### src/rtl/reversi_pkg.sv
`default_nettype none
// +----------------------------------------------------------------------------+
// | reversi_pkg : state encoding, key priority and control-word decode shared  |
// | by the reversi control FSM and datapath.      Revision: 1.0                |
// +----------------------------------------------------------------------------+
package reversi_pkg;

    localparam int TIMEOUT_CYCLES_DEFAULT = 1000000;
    localparam int STATE_BITS             = 5;

    typedef enum logic [STATE_BITS-1:0] {
        S_RESET       = 5'd0,
        S_DRAW_BOARD  = 5'd1,
        S_DRAW_INIT   = 5'd2,
        S_MOVE_HL     = 5'd3,
        S_IDLE        = 5'd4,
        S_MOVE_RIGHT  = 5'd5,
        S_MOVE_LEFT   = 5'd6,
        S_MOVE_UP     = 5'd7,
        S_MOVE_DOWN   = 5'd8,
        S_CHECK       = 5'd9,
        S_PLACE       = 5'd10,
        S_FLIP        = 5'd11,
        S_SCORE       = 5'd12,
        S_TURN        = 5'd13,
        S_HAS_CUR     = 5'd14,
        S_HAS_OPP     = 5'd15,
        S_REMOVE_HL   = 5'd16,
        S_WINNER_WAIT = 5'd17
    } state_t;

    // Key vector indices double as priority order: lower index wins.
    localparam int NUM_KEYS  = 5;
    localparam int KEY_ENTER = 0;
    localparam int KEY_RIGHT = 1;
    localparam int KEY_LEFT  = 2;
    localparam int KEY_UP    = 3;
    localparam int KEY_DOWN  = 4;

    typedef struct packed {
        logic dp_reset;
        logic draw_board_en;
        logic draw_init_en;
        logic move_hl_en;
        logic check_en;
        logic place_en;
        logic flip_en;
        logic score_en;
        logic turn_en;
        logic has_turn_en;
        logic det_current;
        logic det_opponent;
        logic remove_hl_en;
        logic move_right_en;
        logic move_left_en;
        logic move_up_en;
        logic move_down_en;
        logic write_en;
        logic game_over;
    } ctrl_t;

    function automatic logic is_handshake(input state_t s);
        return s inside {S_RESET, S_DRAW_BOARD, S_DRAW_INIT, S_MOVE_HL, S_CHECK,
                         S_PLACE, S_FLIP, S_SCORE, S_TURN, S_HAS_CUR, S_HAS_OPP,
                         S_REMOVE_HL};
    endfunction

    function automatic ctrl_t decode_ctrl(input state_t s);
        ctrl_t c;
        c = '0;
        case (s)
            S_RESET:       c.dp_reset = 1'b1;
            S_DRAW_BOARD:  begin c.draw_board_en = 1'b1; c.write_en = 1'b1; end
            S_DRAW_INIT:   begin c.draw_init_en  = 1'b1; c.write_en = 1'b1; end
            S_MOVE_HL:     begin c.move_hl_en    = 1'b1; c.write_en = 1'b1; end
            S_MOVE_RIGHT:  c.move_right_en = 1'b1;
            S_MOVE_LEFT:   c.move_left_en  = 1'b1;
            S_MOVE_UP:     c.move_up_en    = 1'b1;
            S_MOVE_DOWN:   c.move_down_en  = 1'b1;
            S_CHECK:       c.check_en = 1'b1;
            S_PLACE:       c.place_en = 1'b1;
            S_FLIP:        begin c.flip_en  = 1'b1; c.write_en = 1'b1; end
            S_SCORE:       begin c.score_en = 1'b1; c.write_en = 1'b1; end
            S_TURN:        c.turn_en = 1'b1;
            S_HAS_CUR:     begin c.has_turn_en = 1'b1; c.det_current  = 1'b1; end
            S_HAS_OPP:     begin c.has_turn_en = 1'b1; c.det_opponent = 1'b1; end
            S_REMOVE_HL:   begin c.remove_hl_en = 1'b1; c.write_en = 1'b1; end
            S_WINNER_WAIT: c.game_over = 1'b1;
            default:       c = '0;
        endcase
        return c;
    endfunction

endpackage
`default_nettype wire

### src/rtl/reversi_control_fsm_key_edge_detect.sv
`default_nettype none
// +----------------------------------------------------------------------------+
// | key_edge_detect : registers the debounced keys and emits one-cycle rise    |
// | pulses.                                       Revision: 1.0                |
// +----------------------------------------------------------------------------+
module key_edge_detect
    import reversi_pkg::*;
(
    input  logic                clk,
    input  logic                resetn,
    input  logic [NUM_KEYS-1:0] keys,
    output logic [NUM_KEYS-1:0] rise
);

    logic [NUM_KEYS-1:0] keys_d;
    logic [NUM_KEYS-1:0] keys_q;

    always_comb begin
        keys_d = keys;
    end

    always_ff @(posedge clk) begin
        if (!resetn) begin
            keys_q <= '0;
        end else begin
            keys_q <= keys_d;
        end
    end

    assign rise = keys & ~keys_q;

endmodule
`default_nettype wire

### src/rtl/reversi_control_fsm.sv
`default_nettype none
// +----------------------------------------------------------------------------+
// | reversi_control_fsm : sequences the reversi datapath one enable at a time, |
// | with go handshakes, pass detection and a per-state timeout. Revision: 1.0  |
// +----------------------------------------------------------------------------+
module reversi_control_fsm
    import reversi_pkg::*;
#(
    parameter int TIMEOUT_CYCLES = TIMEOUT_CYCLES_DEFAULT,
    parameter int STATE_W        = 5
) (
    input  logic               clk,
    input  logic               resetn,
    input  logic               key_enter,
    input  logic               key_right,
    input  logic               key_left,
    input  logic               key_up,
    input  logic               key_down,
    input  logic               go,
    input  logic               valid_move,
    input  logic               has_turn,
    output logic               dp_reset,
    output logic               draw_board_en,
    output logic               draw_init_en,
    output logic               move_hl_en,
    output logic               check_en,
    output logic               place_en,
    output logic               flip_en,
    output logic               score_en,
    output logic               turn_en,
    output logic               has_turn_en,
    output logic               det_current,
    output logic               det_opponent,
    output logic               remove_hl_en,
    output logic               move_right_en,
    output logic               move_left_en,
    output logic               move_up_en,
    output logic               move_down_en,
    output logic               write_en,
    output logic               game_over,
    output logic               timeout_err,
    output logic [STATE_W-1:0] state_dbg
);

    localparam int TIMER_W = (TIMEOUT_CYCLES > 2) ? $clog2(TIMEOUT_CYCLES) : 1;
    localparam logic [TIMER_W-1:0] TIMER_LAST = TIMER_W'(TIMEOUT_CYCLES - 1);

    logic [NUM_KEYS-1:0] keys;
    logic [NUM_KEYS-1:0] key_rise;

    state_t              state_d,       state_q;
    logic [TIMER_W-1:0]  timer_d,       timer_q;
    logic                pass_cnt_d,    pass_cnt_q;
    logic                timeout_err_d, timeout_err_q;
    ctrl_t               ctrl_q;
    logic                timed_out;

    always_comb begin
        keys            = '0;
        keys[KEY_ENTER] = key_enter;
        keys[KEY_RIGHT] = key_right;
        keys[KEY_LEFT]  = key_left;
        keys[KEY_UP]    = key_up;
        keys[KEY_DOWN]  = key_down;
    end

    key_edge_detect u_key_edge_detect (
        .clk    (clk),
        .resetn (resetn),
        .keys   (keys),
        .rise   (key_rise)
    );

    always_comb begin
        state_d       = state_q;
        pass_cnt_d    = pass_cnt_q;
        timeout_err_d = timeout_err_q;
        timed_out     = is_handshake(state_q) && !go && (timer_q == TIMER_LAST);

        case (state_q)
            S_RESET:      if (go) state_d = S_DRAW_BOARD;
            S_DRAW_BOARD: if (go) state_d = S_DRAW_INIT;
            S_DRAW_INIT:  if (go) state_d = S_MOVE_HL;
            S_MOVE_HL:    if (go) state_d = S_IDLE;
            S_IDLE: begin
                if      (key_rise[KEY_ENTER]) state_d = S_CHECK;
                else if (key_rise[KEY_RIGHT]) state_d = S_MOVE_RIGHT;
                else if (key_rise[KEY_LEFT])  state_d = S_MOVE_LEFT;
                else if (key_rise[KEY_UP])    state_d = S_MOVE_UP;
                else if (key_rise[KEY_DOWN])  state_d = S_MOVE_DOWN;
            end
            S_MOVE_RIGHT,
            S_MOVE_LEFT,
            S_MOVE_UP,
            S_MOVE_DOWN:  state_d = S_MOVE_HL;
            S_CHECK:      if (go) state_d = valid_move ? S_PLACE : S_IDLE;
            S_PLACE:      if (go) state_d = S_FLIP;
            S_FLIP:       if (go) state_d = S_SCORE;
            S_SCORE:      if (go) state_d = S_TURN;
            S_TURN:       if (go) state_d = S_HAS_CUR;
            S_HAS_CUR: begin
                if (go) begin
                    if (has_turn) begin
                        pass_cnt_d = 1'b0;
                        state_d    = S_MOVE_HL;
                    end else begin
                        state_d    = S_HAS_OPP;
                    end
                end
            end
            S_HAS_OPP: begin
                // A second consecutive pass means neither side can move.
                if (go) begin
                    if (has_turn && !pass_cnt_q) begin
                        pass_cnt_d = 1'b1;
                        state_d    = S_TURN;
                    end else begin
                        state_d    = S_REMOVE_HL;
                    end
                end
            end
            S_REMOVE_HL:   if (go) state_d = S_WINNER_WAIT;
            S_WINNER_WAIT: if (key_rise[KEY_ENTER]) state_d = S_RESET;
            default:       state_d = S_RESET;
        endcase

        if (timed_out) begin
            state_d       = S_RESET;
            timeout_err_d = 1'b1;
        end

        if ((state_d != state_q) || timed_out) begin
            timer_d = '0;
        end else if (is_handshake(state_q)) begin
            timer_d = timer_q + 1'b1;
        end else begin
            timer_d = timer_q;
        end
    end

    // Outputs are decoded from the next state so they are registered yet Moore-aligned.
    always_ff @(posedge clk) begin
        if (!resetn) begin
            state_q       <= S_RESET;
            timer_q       <= '0;
            pass_cnt_q    <= 1'b0;
            timeout_err_q <= 1'b0;
            ctrl_q        <= decode_ctrl(S_RESET);
        end else begin
            state_q       <= state_d;
            timer_q       <= timer_d;
            pass_cnt_q    <= pass_cnt_d;
            timeout_err_q <= timeout_err_d;
            ctrl_q        <= decode_ctrl(state_d);
        end
    end

    assign dp_reset      = ctrl_q.dp_reset;
    assign draw_board_en = ctrl_q.draw_board_en;
    assign draw_init_en  = ctrl_q.draw_init_en;
    assign move_hl_en    = ctrl_q.move_hl_en;
    assign check_en      = ctrl_q.check_en;
    assign place_en      = ctrl_q.place_en;
    assign flip_en       = ctrl_q.flip_en;
    assign score_en      = ctrl_q.score_en;
    assign turn_en       = ctrl_q.turn_en;
    assign has_turn_en   = ctrl_q.has_turn_en;
    assign det_current   = ctrl_q.det_current;
    assign det_opponent  = ctrl_q.det_opponent;
    assign remove_hl_en  = ctrl_q.remove_hl_en;
    assign move_right_en = ctrl_q.move_right_en;
    assign move_left_en  = ctrl_q.move_left_en;
    assign move_up_en    = ctrl_q.move_up_en;
    assign move_down_en  = ctrl_q.move_down_en;
    assign write_en      = ctrl_q.write_en;
    assign game_over     = ctrl_q.game_over;
    assign timeout_err   = timeout_err_q;
    assign state_dbg     = STATE_W'(state_q);

endmodule
`default_nettype wire
### config.mk
export PLATFORM = sky130hd
export DESIGN_NAME = reversi_control_fsm
export DESIGN_NICKNAME = d
export VERILOG_FILES = /design/src/rtl/reversi_pkg.sv /design/src/rtl/reversi_control_fsm_key_edge_detect.sv /design/src/rtl/reversi_control_fsm.sv
export SDC_FILE = /design/constraint.sdc
export NUM_CORES = 1
export LEC_CHECK = 0
export CELL_PAD_IN_SITES_DETAIL_PLACEMENT = 1
export CELL_PAD_IN_SITES_GLOBAL_PLACEMENT = 1
export CORE_UTILIZATION = 41
export DETAILED_ROUTE_END_ITERATION = 7
export PLACE_DENSITY = 0.87
export SYNTH_ARGS = -nofsm -noshare
export SYNTH_HDL_FRONTEND = slang
export SYNTH_SLANG_ARGS = --single-unit
### constraint.sdc
create_clock -name clk -period 2.7 [get_ports clk]
set_clock_uncertainty 0.15 [all_clocks]
set_input_delay 0.405 -clock clk [delete_from_list [all_inputs] [get_ports clk]]
set_output_delay 0.405 -clock clk [all_outputs]
set_load 0.05 [all_outputs]
# Word level (Yosys, flattened, before mapping)
# Index checks and enable logic that the tools add are counted.
[op_classes]
n_shift = 0
n_eq_ne = 39
n_reduce_logical = 15
mux = 47
bitwise = 3
n_lt_le_gt_ge = 0
div = 0
n_mul = 0
n_addsub = 1
[ops]
columns = ["op", "n"]
rows = [
  ["$mux 5", 20],
  ["$eq 5x4->1 const B", 16],
  ["$pmux 5 s15", 1],
  ["$eq 5x3->1 const B", 7],
  ["$mux 1", 23],
  ["$add 20x1->20 const B", 1],
  ["$eq 20x20->1 const B", 1],
  ["$eq 5x2->1 const B", 4],
  ["$eq 5x5->1 const B", 4],
  ["$reduce_bool 12->1", 1],
  ["$eq 5x1->1 const B", 2],
  ["$logic_not 5->1", 2],
  ["$mux 4", 2],
  ["$ne 2x2->1 const B", 3],
  ["$reduce_or 6->1", 1],
  ["$and 5x5->5", 1],
  ["$ne 5x5->1", 1],
  ["$not 5->5", 1],
  ["$reduce_and 5->1", 1],
  ["$reduce_or 2->1", 2],
  ["$reduce_or 4->1", 1],
  ["$logic_and 1x1->1", 3],
  ["$logic_not 1->1", 2],
  ["$ne 2x1->1 const B", 1],
  ["4 further kinds", 4],
]
[word_totals]
regBits = 51
out_inout_bits = 25
latchBits = 0
mem_bits_rw = 0
mem_count = 0
word_cells = 129
mem_bits_ro = 0
input_bits = 10

# Logic depth before layout (Yosys ltp)
[logic_depth]
depth_word = 12
ltp_mapped = 11
mapped_depth_nobuf = 7

# By module
# Synthesis repeated with hierarchy kept, for this count alone.
[hier_totals]
cells_unflattened = 289
hier_area_um2 = 2534.9
[by_module_without_submodules]
columns = ["mod", "seq_area_each_um2", "cells_per_inst", "instances", "area_per_inst_um2"]
rows = [
  ["reversi_control_fsm", 920.9, 274, 1, 2372.3],
  ["key_edge_detect", 100.1, 15, 1, 162.7],
]

# Worst setup path before layout
# Ideal clock, no wire load.
[synth_timing]
path_type = "flip-flop to flip-flop"
startpoint = "register state_q[3], in the netlist state_dbg[3]"
endpoint = "register timer_q[10]"
required_time_ns = 2.435
arrival_ns = 2.428
slack_ns = 0.007
setup_ns = 0.115
period_less_slack_ns = 2.693
stages_incl_launch_ff = 10
path_cell_list = "dfxtp_1 > buf_6 > or3_4 > or4_1 > and3_4 > nand4_4 > nor3_2 > o31ai_4 > buf_6 > nor2_2"
[synth_between]
elab_chain_cells = 10
elab_cells_between_ends = 45
[synth_lines]
columns = ["item", "line_no", "source"]
rows = [
  ["start, declared", "reversi_control_fsm.sv:51", "state_t state_d, state_q;"],
  ["start signal, assigned", "reversi_control_fsm.sv:150", "state_q <= state_d;"],
  ["$mux 5", "reversi_control_fsm.sv:90", "else if (key_rise[KEY_DOWN]) state_d = S_MOVE_DOWN;"],
  ["$mux 5", "reversi_control_fsm.sv:89", "else if (key_rise[KEY_UP]) state_d = S_MOVE_UP;"],
  ["$mux 5", "reversi_control_fsm.sv:88", "else if (key_rise[KEY_LEFT]) state_d = S_MOVE_LEFT;"],
  ["$mux 5", "reversi_control_fsm.sv:87", "else if (key_rise[KEY_RIGHT]) state_d = S_MOVE_RIGHT;"],
  ["$mux 5", "reversi_control_fsm.sv:86", "if (key_rise[KEY_ENTER]) state_d = S_CHECK;"],
  ["$pmux 5 s15", "reversi_control_fsm.sv:80", "case (state_q)"],
  ["$mux 5", "reversi_control_fsm.sv:127", "if (timed_out) begin"],
  ["$ne 5x5->1", "reversi_control_fsm.sv:132", "if ((state_d != state_q) || timed_out) begin"],
  ["$logic_or 1x1->1", "reversi_control_fsm.sv:132", ""],
  ["$reduce_or 2->1 (no source line)", "n/a", ""],
  ["end signal, assigned", "reversi_control_fsm.sv:151", "timer_q <= timer_d;"],
  ["end, declared", "reversi_control_fsm.sv:52", "logic [TIMER_W-1:0] timer_d, timer_q;"],
]
# Parallel ways exist; a longest one is shown, timed or not.
# A chain may end at the register's enable or synchronous reset.

# Worst setup path in the final report
[layout_timing]
startpoint = "input key_enter"
endpoint = "register timer_q[19]"
[layout_between]
elab_chain_cells = 7
elab_cells_between_ends = 8
[layout_lines]
columns = ["item", "line_no", "source"]
rows = [
  ["start, declared", "reversi_control_fsm.sv:14", "input logic key_enter,"],
  ["$and 5x5->5 (*)", "reversi_control_fsm_key_edge_detect.sv:30", "assign rise = keys & ~keys_q;"],
  ["$mux 5 (on tied branches)", "reversi_control_fsm.sv:123, reversi_control_fsm.sv:86", ""],
  ["$pmux 5 s15 (*)", "reversi_control_fsm.sv:80", ""],
  ["$mux 5 (*)", "reversi_control_fsm.sv:127", ""],
  ["$ne 5x5->1 (*)", "reversi_control_fsm.sv:132", ""],
  ["$logic_or 1x1->1 (*)", "reversi_control_fsm.sv:132", ""],
  ["$reduce_or 2->1 (no source line) (*)", "n/a", ""],
]
# Mark *: on every way between the ends. The rest lies on a longest branch, timed or not.

==> flow_metrics.tcl <==
set metrics [dict create \
    outcome "complete, no violations" \
    p_clk_share_pct 29.6 \
    synthMuxAreaShare_pct 2.332 \
    cap_viol_max_count 0 \
    peakVddDrop_v 0.0003188 \
    gp_congestion 0.9425 \
    final_util_pct 53.60 \
    drc 0 \
    grt_pass1_wl_um 12920 \
    coreArea_um2 6350 \
    fin_nets 379 \
    drtAntennaViolNets 0 \
    cts-buffers-inserted 5 \
    synth_edf_count 0 \
    switchingPower_mw 0.4829 \
    min_period_over_period_pct 94.56 \
    grt_max_degree 21 \
    criticalPathCategory "in2reg" \
    crit_path_start_kind "input port" \
    rsz0062_at_grt "no" \
    fin_hold_ws_ps 356.7 \
    yosys.area_share.simple_pct 34.51 \
    slew_headroom_pct 64.54 \
    final_hold_viol_count 0 \
    n_antenna_cell 0 \
    synth_area_leaders "dfxtp_1 (38%), xnor2_1 (4.9%), nor2_2 (4.7%), nor2_1 (4.2%), nand2_1 (3.5%)" \
    area_growth_pct 26.87 \
    n_fill_cell 764 \
    synth_top_area_share_pct 38.06 \
    p_leak_nw 1.207 \
    p_total_mw 1.575 \
    max_freq_mhz 391.7 \
    layout_setup_ws_ps 146.9 \
    wl_per_cell_um 17.28 \
    setup_viol 0 \
    overflow 0 \
    cpMaxStageDelayCell "clkdlybuf4s50_1" \
    powerDensity_nw_per_um2 462.8 \
    syn-mean-instance-area_um2 8.681 \
    yosys.cell_types.count 63 \
    synth_xor_area_share_pct 6.203 \
    fp.dieW_um 82.89 \
    synthCells 309 \
    synth.most_common_cell "dfxtp_1" \
    p_sw_share_pct 30.66 \
    internal_power_mw 1.092 \
    yosys.area_share.adder_pct 0.4664 \
    hpwlAfterDp_um 5958 \
    die_y_um 82.89 \
    crit_chain "clkdlybuf4s50_1 -> nor2b_1 -> a211oi_1 -> o21a_1 -> o311ai_1 -> buf_4 -> mux2i_4 -> o31ai_4 -> buf_12 -> nor2_2" \
    final_cells 446 \
    io_buffer_count 34 \
    regMostFlops "timer_q" \
    pwr-share-comb_pct 20.5 \
    wirelength_um 7707 \
    critPathMaxStageDelay_ps 490 \
    yosysTopAreaCell "dfxtp_1" \
    final_max_slew_viol_count 0 \
    yosys_warnings 0 \
    dp_slack_ps -231.2 \
    ys.flop_type "dfxtp_1" \
    crit_path_end_kind "register" \
    antenna_found_initial 0 \
    clk_latency_ps 310 \
    dp.cells 438 \
    crit_fanout 20 \
    ys_seq_elements 51 \
    post_cts_buffers 0 \
    cts_hold_buffers 0 \
    drt_iter0_markers 118 \
    largest_reg_flops 20 \
    clock_path_buffers 2 \
    drive_gt1_share_pct 20.33 \
    seqPwrFrac_pct 49.9 \
    synth_top_family_by_area "simple AND/OR/NAND/NOR gates" \
    post-route-min-period_ps 2553 \
    synthArstFlopShare_pct 0 \
    path_clk_slew_ps 100 \
    clock_sinks 51 \
    worst_pin_slew_ps 530.3 \
    pin_count 35 \
    arrival_ps 2610 \
    cts_resized 0 \
    initial_core_util_pct 42.25 \
    hold_path_class "reg2reg" \
    synth_common_cells "dfxtp_1 (51), nor2_1 (30), nand2_1 (25), nor2_2 (20), xnor2_1 (15)" \
    num_rows 29 \
    cp.required_ps 2760 \
    syn_nets 320 \
    cts_tree "yes" \
    synth_compound_area_share_pct 13.62 \
    grt_pass1_vias 2672 \
    yosysSeqAreaShare_pct 38.06 \
    vias_per_cell 5.612 \
    die_area_um2 6870 \
    num_vias 2503 \
    synth_area_um2 2683 \
    htreeDepth 2 \
    drtPass1Iterations 4 \
    clockRootBuffer "clkbuf_8" \
    grt_usage_pct 23.17 \
]
## worst paths after layout
kind / slack [ps] / from / cells past startpoint / to
setup / recovery: 150 / key_enter / 10 / timer_q[19]$_SDFFE_PP0N_
hold reg to reg: 360 / timeout_err$_SDFFE_PN0P_ / 1 / timeout_err$_SDFFE_PN0P_
hold / removal: 360 / timeout_err$_SDFFE_PN0P_ / 1 / timeout_err$_SDFFE_PN0P_
setup reg to reg: 160 / state_dbg[0]$_SDFF_PN0_ / 10 / timer_q[7]$_SDFFE_PP0N_
## worst max-delay path, delay by kind of cell
| family | cells | cell delay, ps |
|---|---|---|
| AO/OA/AOI/OAI | 4 | 780 |
| multiplexers | 1 | 70 |
| AND/OR/NAND/NOR | 2 | 460 |
| buffers and inverters | 3 | 900 |
## metrics by stage
step	instance area (µm²)	TNS (ps)
3_3_place_gp	3296	-4440
6_report	3403	0
2_1_floorplan	2683	0
5_1_grt	3403	0
3_5_place_dp	3296	-4984
4_1_cts	3391	0
## cells by family (layout without fill, tap and decap cells)
kind of cell,count (synthesis),in the layout
compound gates,46,46
xor+xnor,19,19
flops,51,51
mux,5,5
fa+ha+maj,1,1
buf+inv,27,87
simple gates,160,160
## layout make-up
cell class | count | area (µm²) | area share [%]
inverters | 12 | 45.04 | 1.324
well taps | 77 | 96.34 | 2.831
repair buffers | 67 | 600.6 | 17.65
multi-input cells | 231 | 1544 | 45.37
clock buffers | 5 | 68.82 | 2.022
flip-flops and latches | 51 | 1022 | 30.04
clock inverters | 3 | 26.28 | 0.7721
## power by group through the flow
stage                     sequential (mW)  combinational [mW]  clock (mW)
after floorplan                     0.841               0.167           0
after global placement              0.802               0.305           0
after detailed placement            0.803               0.319           0
after CTS                           0.786               0.321       0.480
after global routing                0.789               0.344       0.511
final                               0.786               0.322       0.466
## layer usage
metal	global-route usage [%]	wire [µm]	vias to the layer above
li1	-	-	1196
met1	27.19	3261	1240
met2	41.80	4042	49
met3	3.777	225	18
met4	9.248	177	0
met5	0	0	-
## layout by cell type, fill, tap and decap left out, types with 6 or more instances in the layout
master           count
clkdlybuf4s50_1     34
inv_1               12
nor2_2              20
xnor2_1             15
dfxtp_1             50
nand2b_1             6
nor2b_1              9
buf_4               32
nor2_1              30
and3_1               8
nor3_1               8
nand2_1             25
a21oi_1              6
and2_1              10
Note: power is estimated with default switching activity, not from simulation.
==> RTL change 1: new RTL, config.mk and constraints unchanged <==
Change the parameter `STATE_W` from 5 to 10.
--- a/src/rtl/reversi_control_fsm.sv
+++ b/src/rtl/reversi_control_fsm.sv
@@ -8,5 +8,5 @@
 #(
     parameter int TIMEOUT_CYCLES = TIMEOUT_CYCLES_DEFAULT,
-    parameter int STATE_W        = 5
+    parameter int STATE_W        = 10
 ) (
     input  logic               clk,
Ports: changed (resized state_dbg); port bits go from 35 to 40. No check against the original RTL was run, so the function may have changed too.
==> RTL change 1 against the unedited design <==
Via count up 2.0%. Non-clock buffer count grew 10. Sequential share of layout area fell by 1.1 points. Final area rose by 4.0%. Worst setup slack got worse by 0.098 ns. Total power rose by 3.9%. Sequential cell count unchanged. Synthesized area rose by 1.5%. Final cell count is 3.4% higher. Count of clock-buffer cells in the layout is the same. Global-route usage fell by 0.070 points. Largest power group unchanged. Clock power up 2%. Routed wire length increased by 5.5%.
==> RTL change 1: results (changes against the unedited design) <==
metric;value;unit;change
Skew-Pair Late Insertion Delay;0.31;ns;about the same
Synth top cells by count;dfxtp_1 (51), nor2_1 (30), nand2_1 (25), nor2_2 (20), xnor2_1 (15);;
reg-to-reg critical path startpoint;state_q[2]$_SDFF_PN0_;;
largest net degree at the start of global routing;19;;-9.5%
clock-pin transition on the worst setup and hold timing paths;0.10;ns;about the same
first-pass GRT wire length;13.1;mm;+1.0%
vias post-DR;2554;;+2.0%
Setup-failing EPs final;0;;unchanged
Buffers on Ports;34;;unchanged
layout cells sized above 1;22.9;%;+2.6 points
# nets final;394;;+4.0%
diode count;0;;unchanged
initial DRC count;160;;+36%
TritonRoute pass-1 iters;4;;unchanged
routed wire length;8.13;mm;+5.5%
vias in the first global route;2676;;+0.15%
top flop regs;timer_q: 20 flops, state_q: 5 flops, u_key_edge_detect.keys_q: 5 flops;;
Total GRT Usage;23.1;%;-0.070 points
hpwl dp;5.73;mm;-3.9%
outcome;finished clean;;
Hold Crit Class;register to register;;
hold_sp;timer_q[5]$_SDFFE_PP0N_;;
CP Launch Point;key_enter;;
Syn. warnings;0;;unchanged
initial antenna violation count;0;;unchanged
critical path arrival;2.70;ns;+0.09 ns
Pleak;0.00129;uW;+6.6%
clock root cell;clkbuf_8;;
top_reg_cell synth;dfxtp_1;;
H-tree Lvls;2;;unchanged
Netlist cell types;65;;+3.2%
Max FO, Critical Path;9;;-55%
Fillers;755;;-1.2%
top post-synthesis cells by area;dfxtp_1 (37%), xnor2_1 (4.8%), nor2_2 (4.6%);;
sequential share of the synthesized area;37.5;%;-0.58 points
total CTS buffers;5;;unchanged
max FFs per register;20;;unchanged
GPL Wtd Cong;0.892;;-5.4%
Least-Margin Pin Slew;0.531;ns;+0.000677 ns
CTS Buffer Depth;2;;unchanged
worst vdd ir;0.310;mV;-2.7%
Async S/R FF share, synth;0;%;unchanged
==> RTL change 1: cell types whose count changed in the layout (fill, tap and decap cells not counted), moves of 2 or more <==
cell / change
buf_4: +8
conb_1: +5
buf_12: +2
dfxtp_1: -2
dfxtp_2: +2
inv_6: -2
nor3_1: +2
nor3_2: -2
==> RTL change 1: timing repair <==
action / CTS / global route
buffers inserted: 0 / 2
gates resized for setup: 0 / 8
endpoints found under the setup margin: 0 / 27
==> RTL change 1: worst paths after layout <==
kind         cells after the start                 endpoint  slack [ns]
max                             10  timer_q[7]$_SDFFE_PP0N_        0.05
min reg2reg                      2  timer_q[5]$_SDFFE_PP0N_        0.37
max reg2reg                      9  timer_q[7]$_SDFFE_PP0N_        0.06
min                              2  timer_q[5]$_SDFFE_PP0N_        0.37
==> RTL change 1: final cells by class <==
cell class | instances | area share, %
flip-flops and latches | 51 | 29.0
inverters | 12 | 1.27
clock buffers | 5 | 1.94
clock inverters | 3 | 0.813
multi-input cells | 236 | 44.5
well taps | 77 | 2.72
repair buffers | 77 | 19.8
==> RTL change 1: per-stage QoR <==
stage,std cells,setup WS [ns],cell area [um^2]
2_1_floorplan,319,0.00677,2740
3_3_place_gp,451,-0.113,3390
3_5_place_dp,451,-0.247,3390
4_1_cts,459,0.0364,3480
5_1_grt,461,-0.0334,3540
6_report,461,0.0486,3540
==> RTL change 1: critical path, cell delays in order <==
cell             delay (ns)
clkdlybuf4s50_1        0.50
nor2b_1                0.41
a211oi_1               0.18
o21a_1                 0.22
o311ai_1               0.40
mux2i_4                0.13
o31ai_4                0.07
buf_4                  0.19
buf_12                 0.14
nor2_2                 0.05
==> RTL change 1: cell families (layout without fill, tap and decap cells) <==
group                    count (synthesis)  count (layout)  synth area share, %
AND/OR/NAND/NOR                        160             160                 34.0
flip-flops                              51              51                 37.5
AO/OA/AOI/OAI                           46              46                 13.4
buffers and inverters                   32              97                 6.11
XOR/XNOR                                19              19                 6.11
multiplexers                             5               5                 2.30
adder cells (fa/ha/maj)                  1               1                0.459
other                                    1               5                0.138
==> RTL change 1: power by group <==
part           total (uW)  switching, uW  internal, uW
sequential            788           15.8           772
combinational         372            219           153
clock                 476            284           193
total                1640            518          1120
==> RTL change 1: layer usage <==
layer	wire (um)	up-vias	part of all wire (%)	GRT usage (%)
met5	0	-	0	0
met4	191	0	2.3	5.86
met3	317	19	3.9	5.24
met2	4210	74	52	40.9
met1	3410	1236	42	28.3
li1	-	1225	-	-
==> RTL change 2: new RTL, config.mk and constraints unchanged <==
Made on the original files. Register the output `det_opponent`; this adds one clock of latency there. The other outputs are not delayed to match.
--- a/src/rtl/reversi_control_fsm.sv
+++ b/src/rtl/reversi_control_fsm.sv
@@ -45,4 +45,6 @@
     localparam int TIMER_W = (TIMEOUT_CYCLES > 2) ? $clog2(TIMEOUT_CYCLES) : 1;
     localparam logic [TIMER_W-1:0] TIMER_LAST = TIMER_W'(TIMEOUT_CYCLES - 1);
+
+    logic det_opponent_d;
 
     logic [NUM_KEYS-1:0] keys;
@@ -167,5 +169,5 @@
     assign has_turn_en   = ctrl_q.has_turn_en;
     assign det_current   = ctrl_q.det_current;
-    assign det_opponent  = ctrl_q.det_opponent;
+    assign det_opponent_d = ctrl_q.det_opponent;
     assign remove_hl_en  = ctrl_q.remove_hl_en;
     assign move_right_en = ctrl_q.move_right_en;
@@ -178,4 +180,8 @@
     assign state_dbg     = STATE_W'(state_q);
 
+    always_ff @(posedge clk) begin
+        det_opponent <= det_opponent_d;
+    end
+
 endmodule
 `default_nettype wire
Check against the original RTL: no difference found for any inputs over 10 cycles, from zero or initial values and one cycle with resetn low; that may be too few to reach the edited logic, so the function may still have changed.
==> RTL change 2 against the unedited design <==
Final area up 2.0%. First-iteration DRC count down 41%. Sequential cell count up 1. Core utilization up 4.0 points. Combinational power up 42%. Worst setup slack worse by 0.14 ns. Routed wire length up 0.54%. Global-route usage up 0.59 points. Sequential power up 2%. Total power up 10%. Synthesized area down 2.8%. Non-clock buffer count up 11. Critical path type unchanged. Largest power group unchanged. Highest routed layer unchanged.
==> RTL change 2: results (changes against the unedited design) <==
metric;value;unit;change
reg-to-reg critical path startpoint;state_dbg[2]$_SDFF_PN0_;;
initial antenna violation count;0;;unchanged
Fillers;700;;-8.4%
Pleak;0.00127;uW;+5.1%
outcome;finished clean;;
hold endpoint;det_opponent$_DFF_P_;;
R2R cell count;9;;-1
post-DR vias/cell;5.58;;-0.50%
clock-pin transition on the worst setup and hold timing paths;0.10;ns;about the same
GPL Wtd Cong;0.863;;-8.5%
clock root cell;clkbuf_8;;
slowest library cell on the worst path;clkdlybuf4s50_1;;
hold_sp;det_opponent_d$_SDFF_PN0_;;
routed wire length;7.75;mm;+0.54%
hpwl dp;5.43;mm;-8.8%
worst vdd ir;0.259;mV;-19%
# nets final;363;;-4.2%
Placed Area;3290;um^2;-0.15%
hold path depth;0;;-1
Worst R2R Setup Slack;0.02;ns;-0.14 ns
Switching Share;32.1;%;+1.5 points
top post-synthesis cells by area;dfxtp_1 (40%), nor3_2 (8.1%), nor2_1 (3.7%);;
layout cells sized above 1;27.2;%;+6.9 points
H-tree Lvls;2;;unchanged
crit share post-route;99.7;%;+5.1 points
CP Capture Point;timer_q[15]$_SDFFE_PP0N_;;
Skew-Pair Late Insertion Delay;0.32;ns;
Synth top cells by count;dfxtp_1 (52), nor2_1 (26), nor3_2 (21), nand2_1 (17);;
Async S/R FF share, synth;0;%;unchanged
Most flops, register;timer_q;;
CTS Buffer Depth;2;;unchanged
pre-CTS worst setup slack;-0.353;ns;-0.122 ns
sequential share of the synthesized area;39.9;%;+1.9 points
Inst Count DP;418;;-4.6%
TritonRoute pass-1 iters;4;;unchanged
Gate Count Post-Synth;284;;-8.1%
largest net degree at the start of global routing;21;;unchanged
Total GRT Usage;23.8;%;+0.59 points
Syn Nets;295;;-7.8%
CP top delay family;compound AO/OA/AOI/OAI gates;;
max incr delay on CP;0.42;ns;-0.07 ns
Worst slew margin;59.0;%;-5.6 points
diode count;0;;unchanged
critical path arrival;2.74;ns;+0.13 ns
initial DRC count;70;;-41%
CP Launch Point;key_right;;
Min Hold Slack;0.193;ns;-0.164 ns
Syn. warnings;0;;unchanged
Buffers on Ports;34;;unchanged
Max FO, Critical Path;10;;-50%
first-pass GRT wire length;11.9;mm;-7.6%
Netlist cell types;57;;-9.5%
vias post-DR;2390;;-4.5%
RTL change 2: changes by cell type after synthesis, sizes merged, moves of 6 or more:
cell	delta
buf	+7
xor2	+6
a31oi	+6
nand2	-8
nor2	-23
nor3	+15
RTL change 2: cell type report:
class | count | area, um^2 | share of cell area, %
clock inverters | 3 | 27.5 | 0.793
flip-flops and latches | 52 | 1040 | 30.1
multi-input cells | 208 | 1490 | 43.0
repair buffers | 78 | 716 | 20.6
clock buffers | 5 | 68.8 | 1.98
inverters | 7 | 26.3 | 0.757
well taps | 75 | 93.8 | 2.70
RTL change 2: logic make-up (layout without fill, tap and decap cells):
kind of cell	Yosys count	count (layout)	synth area share, %
flip-flops	52	52	39.9
XOR/XNOR	20	20	6.72
AND/OR/NAND/NOR	139	139	33.0
AO/OA/AOI/OAI	45	45	13.8
adder cells (fa/ha/maj)	2	2	0.864
multiplexers	2	2	0.768
buffers and inverters	24	93	4.85
RTL change 2: power by group through the flow:
stage / combinational, uW / clock [uW] / sequential [uW]
CTS: 422 / 487 / 804
global placement: 402 / 0 / 819
global route: 486 / 513 / 806
detailed placement: 415 / 0 / 821
floorplan: 222 / 0 / 858
finish: 456 / 472 / 805
RTL change 2: repair_timing:
item                                    CTS  global route
endpoints found under the setup margin   20            31
buffers inserted                          0             1
hold endpoints to repair                  0             0
gates cloned                              0             1
pin swaps                                 0             4
resized for setup                         3            10
RTL change 2: layer usage:
metal	track usage [%]	routed length (um)	share of wire [%]
met5	0	0	0
met4	9.12	188	2.4
met3	3.89	203	2.6
met2	43.6	4020	52
met1	27.2	3340	43
